`src/rtl/fetch_queue.sv`:
```
// Instruction-fetch front end: owns the PC, issues one read per cycle to a 1-cycle
// synchronous instruction memory, and buffers responses in a small prefetch FIFO.
module fetch_queue #(
  parameter int PC_W     = 8,
  parameter int INSTR_W  = 16,
  parameter int DEPTH    = 4,
  parameter int PC_INC   = 2,
  parameter int RESET_PC = 0,
  localparam int CNT_W   = $clog2(DEPTH + 1)
) (
  input  logic               clk,
  input  logic               rst,
  output logic [PC_W-1:0]    imem_addr,
  output logic               imem_req,
  input  logic [INSTR_W-1:0] imem_rdata,
  input  logic               redirect,
  input  logic [PC_W-1:0]    redirect_pc,
  output logic               out_valid,
  output logic [INSTR_W-1:0] out_instr,
  output logic [PC_W-1:0]    out_pc_next,
  input  logic               out_ready,
  output logic [CNT_W-1:0]   count
);
  localparam int PTR_W = $clog2(DEPTH);
  localparam logic [PC_W-1:0] INC      = PC_W'(PC_INC);
  localparam logic [PC_W-1:0] START_PC = PC_W'(RESET_PC);

  logic [PC_W-1:0]    fetchPcReg, fetchPcNext;
  logic               inflightReg, inflightNext;
  logic [PC_W-1:0]    inflightPcReg, inflightPcNext;
  logic [PTR_W-1:0]   rdPtrReg, rdPtrNext;
  logic [PTR_W-1:0]   wrPtrReg, wrPtrNext;
  logic [CNT_W-1:0]   countReg, countNext;
  logic [INSTR_W-1:0] instrMem [DEPTH];
  logic [PC_W-1:0]    pcNextMem [DEPTH];

  logic               issue;
  logic               push;
  logic               pop;
  logic [CNT_W:0]     reserved;

  // Slots already owned by buffered entries plus the read in flight; a same-cycle
  // pop is deliberately not credited so the issue path stays off the ready input.
  assign reserved  = {1'b0, countReg} + {{CNT_W{1'b0}}, inflightReg};
  assign issue     = !rst && (redirect || (reserved < (CNT_W + 1)'(DEPTH)));
  assign imem_req  = issue;
  assign imem_addr = (redirect && !rst) ? redirect_pc : fetchPcReg;

  assign push        = inflightReg && !redirect;
  assign out_valid   = (countReg != '0);
  assign pop         = out_valid && out_ready;
  assign out_instr   = instrMem[rdPtrReg];
  assign out_pc_next = pcNextMem[rdPtrReg];
  assign count       = countReg;

  always_comb begin
    fetchPcNext    = fetchPcReg;
    inflightNext   = inflightReg;
    inflightPcNext = inflightPcReg;
    rdPtrNext      = rdPtrReg;
    wrPtrNext      = wrPtrReg;
    countNext      = countReg;
    if (redirect) begin
      fetchPcNext    = redirect_pc + INC;
      inflightNext   = 1'b1;
      inflightPcNext = redirect_pc;
      rdPtrNext      = '0;
      wrPtrNext      = '0;
      countNext      = '0;
    end else begin
      if (issue) begin
        fetchPcNext    = fetchPcReg + INC;
        inflightNext   = 1'b1;
        inflightPcNext = fetchPcReg;
      end else begin
        inflightNext = 1'b0;
      end
      if (push) wrPtrNext = wrPtrReg + PTR_W'(1);
      if (pop)  rdPtrNext = rdPtrReg + PTR_W'(1);
      case ({push, pop})
        2'b10:   countNext = countReg + CNT_W'(1);
        2'b01:   countNext = countReg - CNT_W'(1);
        default: countNext = countReg;
      endcase
    end
  end

  always_ff @(posedge clk) begin
    if (rst) begin
      fetchPcReg    <= START_PC;
      inflightReg   <= 1'b0;
      inflightPcReg <= START_PC;
      rdPtrReg      <= '0;
      wrPtrReg      <= '0;
      countReg      <= '0;
    end else begin
      fetchPcReg    <= fetchPcNext;
      inflightReg   <= inflightNext;
      inflightPcReg <= inflightPcNext;
      rdPtrReg      <= rdPtrNext;
      wrPtrReg      <= wrPtrNext;
      countReg      <= countNext;
    end
  end

  // Storage carries no reset; occupancy alone decides what is visible.
  always_ff @(posedge clk) begin
    if (!rst && push) begin
      instrMem[wrPtrReg]  <= imem_rdata;
      pcNextMem[wrPtrReg] <= inflightPcReg + INC;
    end
  end
endmodule

```
`config.mk`:
```
export PLATFORM = sky130hd
export DESIGN_NAME = fetch_queue
export DESIGN_NICKNAME = d
export VERILOG_FILES = /design/src/rtl/fetch_queue.sv
export SDC_FILE = /design/constraint.sdc
export NUM_CORES = 1
export LEC_CHECK = 0
export CORE_MARGIN = 2
export CORE_UTILIZATION = 57
export CTS_BUF_LIST = sky130_fd_sc_hd__clkbuf_8
export DETAILED_ROUTE_END_ITERATION = 10
export GPL_ROUTABILITY_DRIVEN = 0
export PLACE_DENSITY = 0.83
export SETUP_SLACK_MARGIN = 0.05
export SYNTH_ARGS = -nofsm -noshare
export SYNTH_HDL_FRONTEND = slang
export SYNTH_SLANG_ARGS = --single-unit
export TNS_END_PERCENT = 5
```
`constraint.sdc`:
```
create_clock -name clk -period 2.9 [get_ports clk]
set_clock_uncertainty 0.15 [all_clocks]
set_input_delay 0.725 -clock clk [delete_from_list [all_inputs] [get_ports clk]]
set_output_delay 0.725 -clock clk [all_outputs]
set_load 0.05 [all_outputs]
```
==> impl_metrics.py <==
metrics = {
    "clocking": {
        "hold_buffers": 0,
        "cts_setup_buffers": 0,
        "clock_sinks": 122,
        "clock-root-buffer": "clkbuf_8",
        "cts_buffers": 17,
        "cts_tree": "built",
        "cts_buffer_depth": 2,
        "cts_resized": 10,
        "cts_htree_levels": 4,
        "path_clk_slew_ns": 0.07,
        "clk_latency_ns": 0.42,
    },
    "critical_path": {
        "setup.worst_path.end_class": "output port",
        "required_ns": 2.03,
        "critical_path_arrival_ns": 1.86,
        "cp_max_fo": 7,
        "cp-start-kind": "flip-flop",
        "path_class": "flip-flop to output port",
    },
    "final_layout": {
        "postLayoutCellArea_sq_um": 6260,
        "seq_area_sq_um": 3400,
        "synthToLayoutAreaGrowth_pct": 24.5,
        "diodes": 0,
        "nFillCells": 527,
        "multi_input_area_sq_um": 1490,
        "drive_above_1_share_pct": 30.9,
        "layout_commonest_cell": "edfxtp_1",
        "final_cell_mix": "edfxtp_1 (96), buf_4 (41), clkdlybuf4s50_1 (29)",
        "final_core_util_pct": 72.5,
        "layout.nets": 427,
    },
    "global_route": {
        "use_met2_pct": 34.3,
        "grt_start_max_net_pins": 25,
        "grt_usage_pct": 20.4,
        "met3_usage_pct": 6.94,
        "grt_busiest_layer": "met2",
        "grt_pass1_wl_microns": 14900,
        "grt_pass1_vias": 3083,
        "grtUsageMet1_pct": 25.0,
        "antenna_found_initial": 0,
        "grt_overflow_total": 0,
    },
    "sta": {
        "slew_viol_final": 0,
        "max_freq_mhz": 366,
        "min_period_ns": 2.74,
        "fin_setup_tns_ns": 0,
        "grt_setup_unrepaired": "no",
        "hold_violations": 0,
        "slew-limit-headroom_pct": 66.6,
        "tightestPinTransition_ns": 0.500,
        "min_period_over_period_pct": 94.3,
        "finalSetupViolCount": 0,
    },
    "die": {
        "die_area_sq_um": 9590,
        "start_util_pct": 58.2,
        "die_h_microns": 97.9,
        "fp.dieW_microns": 97.9,
        "core_sq_um": 8640,
        "rows": 34,
        "pin_count": 65,
    },
    "status": {
        "outcome": "complete, no violations",
    },
    "synthesis": {
        "syn_area_sq_um": 5030,
        "synth-seq-cells": 122,
        "post-synth-top-area-cell": "edfxtp_1",
        "async_flop_share_pct": 0,
        "syn_avg_cell_area_sq_um": 16.8,
        "synth_top_area_share_pct": 57.3,
        "synth_cell_types": 46,
        "yosys_warnings": 0,
        "ys_seq_area_share_pct": 67.7,
        "synth-edff-count": 96,
        "syn_inst": 300,
        "synthTopCellsByArea": "edfxtp_1 (57%), mux4_2 (11%), dfxtp_1 (10%)",
        "syn_nets": 336,
        "synth_flop_cell": "edfxtp_1",
    },
    "detailed_routing": {
        "wl_per_cell_microns": 17.6,
        "drt_iter0_drc": 148,
        "dr_total_vias": 2887,
        "first_pass_iters": 4,
        "viasPerCell": 5.64,
        "wl_microns": 9030,
        "ant_nets": 0,
        "drc": 0,
    },
    "power": {
        "p_leak_nw": 2.17,
        "sw_frac_of_total_pct": 23.4,
        "power_density_nw_per_um2": 589,
        "p_seq_share_pct": 52.9,
        "power_frac_clock_pct": 37.1,
        "comb_power_share_pct": 9.9,
        "ir_drop_mv": 0.354,
        "p_sw_mw": 0.864,
        "internal-power_mw": 2.83,
    },
    "run": {
        "max_cap_viol_count": 0,
    },
    "min_path": {
        "hold_path_class": "flip-flop to flip-flop",
    },
    "placed_design": {
        "dp_hpwl_microns": 5770,
        "io_buffers": 64,
        "post_dp_cell_area_sq_um": 5870,
    },
}
metal layers:
metal  routed length (microns)  vias to the layer above  part of all wire, %
met5                         0                        -                    0
met4                       128                        0                  1.4
met3                       592                       13                  6.6
met2                      4680                      104                   52
met1                      3630                     1412                   40
li1                          -                     1358                    -
power by group through the flow:
stage / Clock (mW) / Combinational [mW] / Sequential [mW]
CTS: 1.40 / 0.369 / 1.95
floorplan: 0 / 0.225 / 1.98
detailed placement: 0 / 0.359 / 1.99
finish: 1.37 / 0.367 / 1.95
global placement: 0 / 0.350 / 1.99
global route: 1.47 / 0.393 / 1.96
synth_stat cells, types with 2 or more instances:
cell type  count
a31oi_1        3
o31a_1         2
and3_1         5
nand2_1       17
a211oi_1       3
mux2i_2        2
ha_1           7
nand3_1        6
edfxtp_1      96
buf_2          5
xnor2_1        9
or3_1          2
a21oi_1        5
xor2_1         8
clkbuf_1       4
o22ai_1        2
nor2_1        19
inv_1         10
buf_6          3
a311oi_1       3
dfxtp_1       26
o21ai_0        5
mux4_2        24
nor4_1         2
mux2i_1        4
mux2_2         8
through the flow:
stage	instances	setup WS, ns	power [mW]	hold WS (ns)
2_1_floorplan	300	0.120	2.21	0.303
3_3_place_gp	480	-0.0608	2.34	0.319
3_5_place_dp	480	-0.111	2.35	0.323
4_1_cts	512	0.146	3.72	0.331
5_1_grt	512	0.0969	3.82	0.378
6_report	512	0.165	3.69	0.329
worst paths after layout:
| path | slack [ns] | endpoint | cells after the start | from |
|---|---|---|---|---|
| max | 0.16 | out_valid | 2 | count[0]$_SDFFE_PP0P_ |
| min | 0.33 | fetchPcReg[2]$_SDFFE_PP0P_ | 2 | fetchPcReg[2]$_SDFFE_PP0P_ |
| max reg2reg | 0.76 | count[2]$_SDFFE_PP0P_ | 7 | count[0]$_SDFFE_PP0P_ |
| min reg2reg | 0.33 | fetchPcReg[2]$_SDFFE_PP0P_ | 2 | fetchPcReg[2]$_SDFFE_PP0P_ |
critical path, stage by stage (launching register included):
cell and delay, ns:
dfxtp_1 0.38, or3_1 0.36, clkdlybuf4s50_1 0.71
layout make-up:
class,count,share of cell area (%)
Clock buffer,17,3.74
Clock inverter,15,2.16
Inverter,11,0.699
Multi-Input combinational cell,153,23.7
Sequential cell,122,54.4
Tap cell,108,2.16
Timing Repair Buffer,86,13.2
cells by family after synthesis:
kind of cell,share of synthesized area [%]
AOI/OAI and AO/OA,5.40
xor gates and xnor gates,2.96
adders and majority gates,2.14
buffers and inverters,2.81
DFF,67.7
muxes,13.9
and+or+nand+nor,5.15
sequential cells by signal, indices dropped and copies added (netlist names), named ones only:
register,cells
count,3
inflightReg,1
rdPtrReg,2
wrPtrReg,2
pcNextMem,32
instrMem,64
fetchPcReg,8
inflightPcReg,8
(Power assumes the default switching activity.)
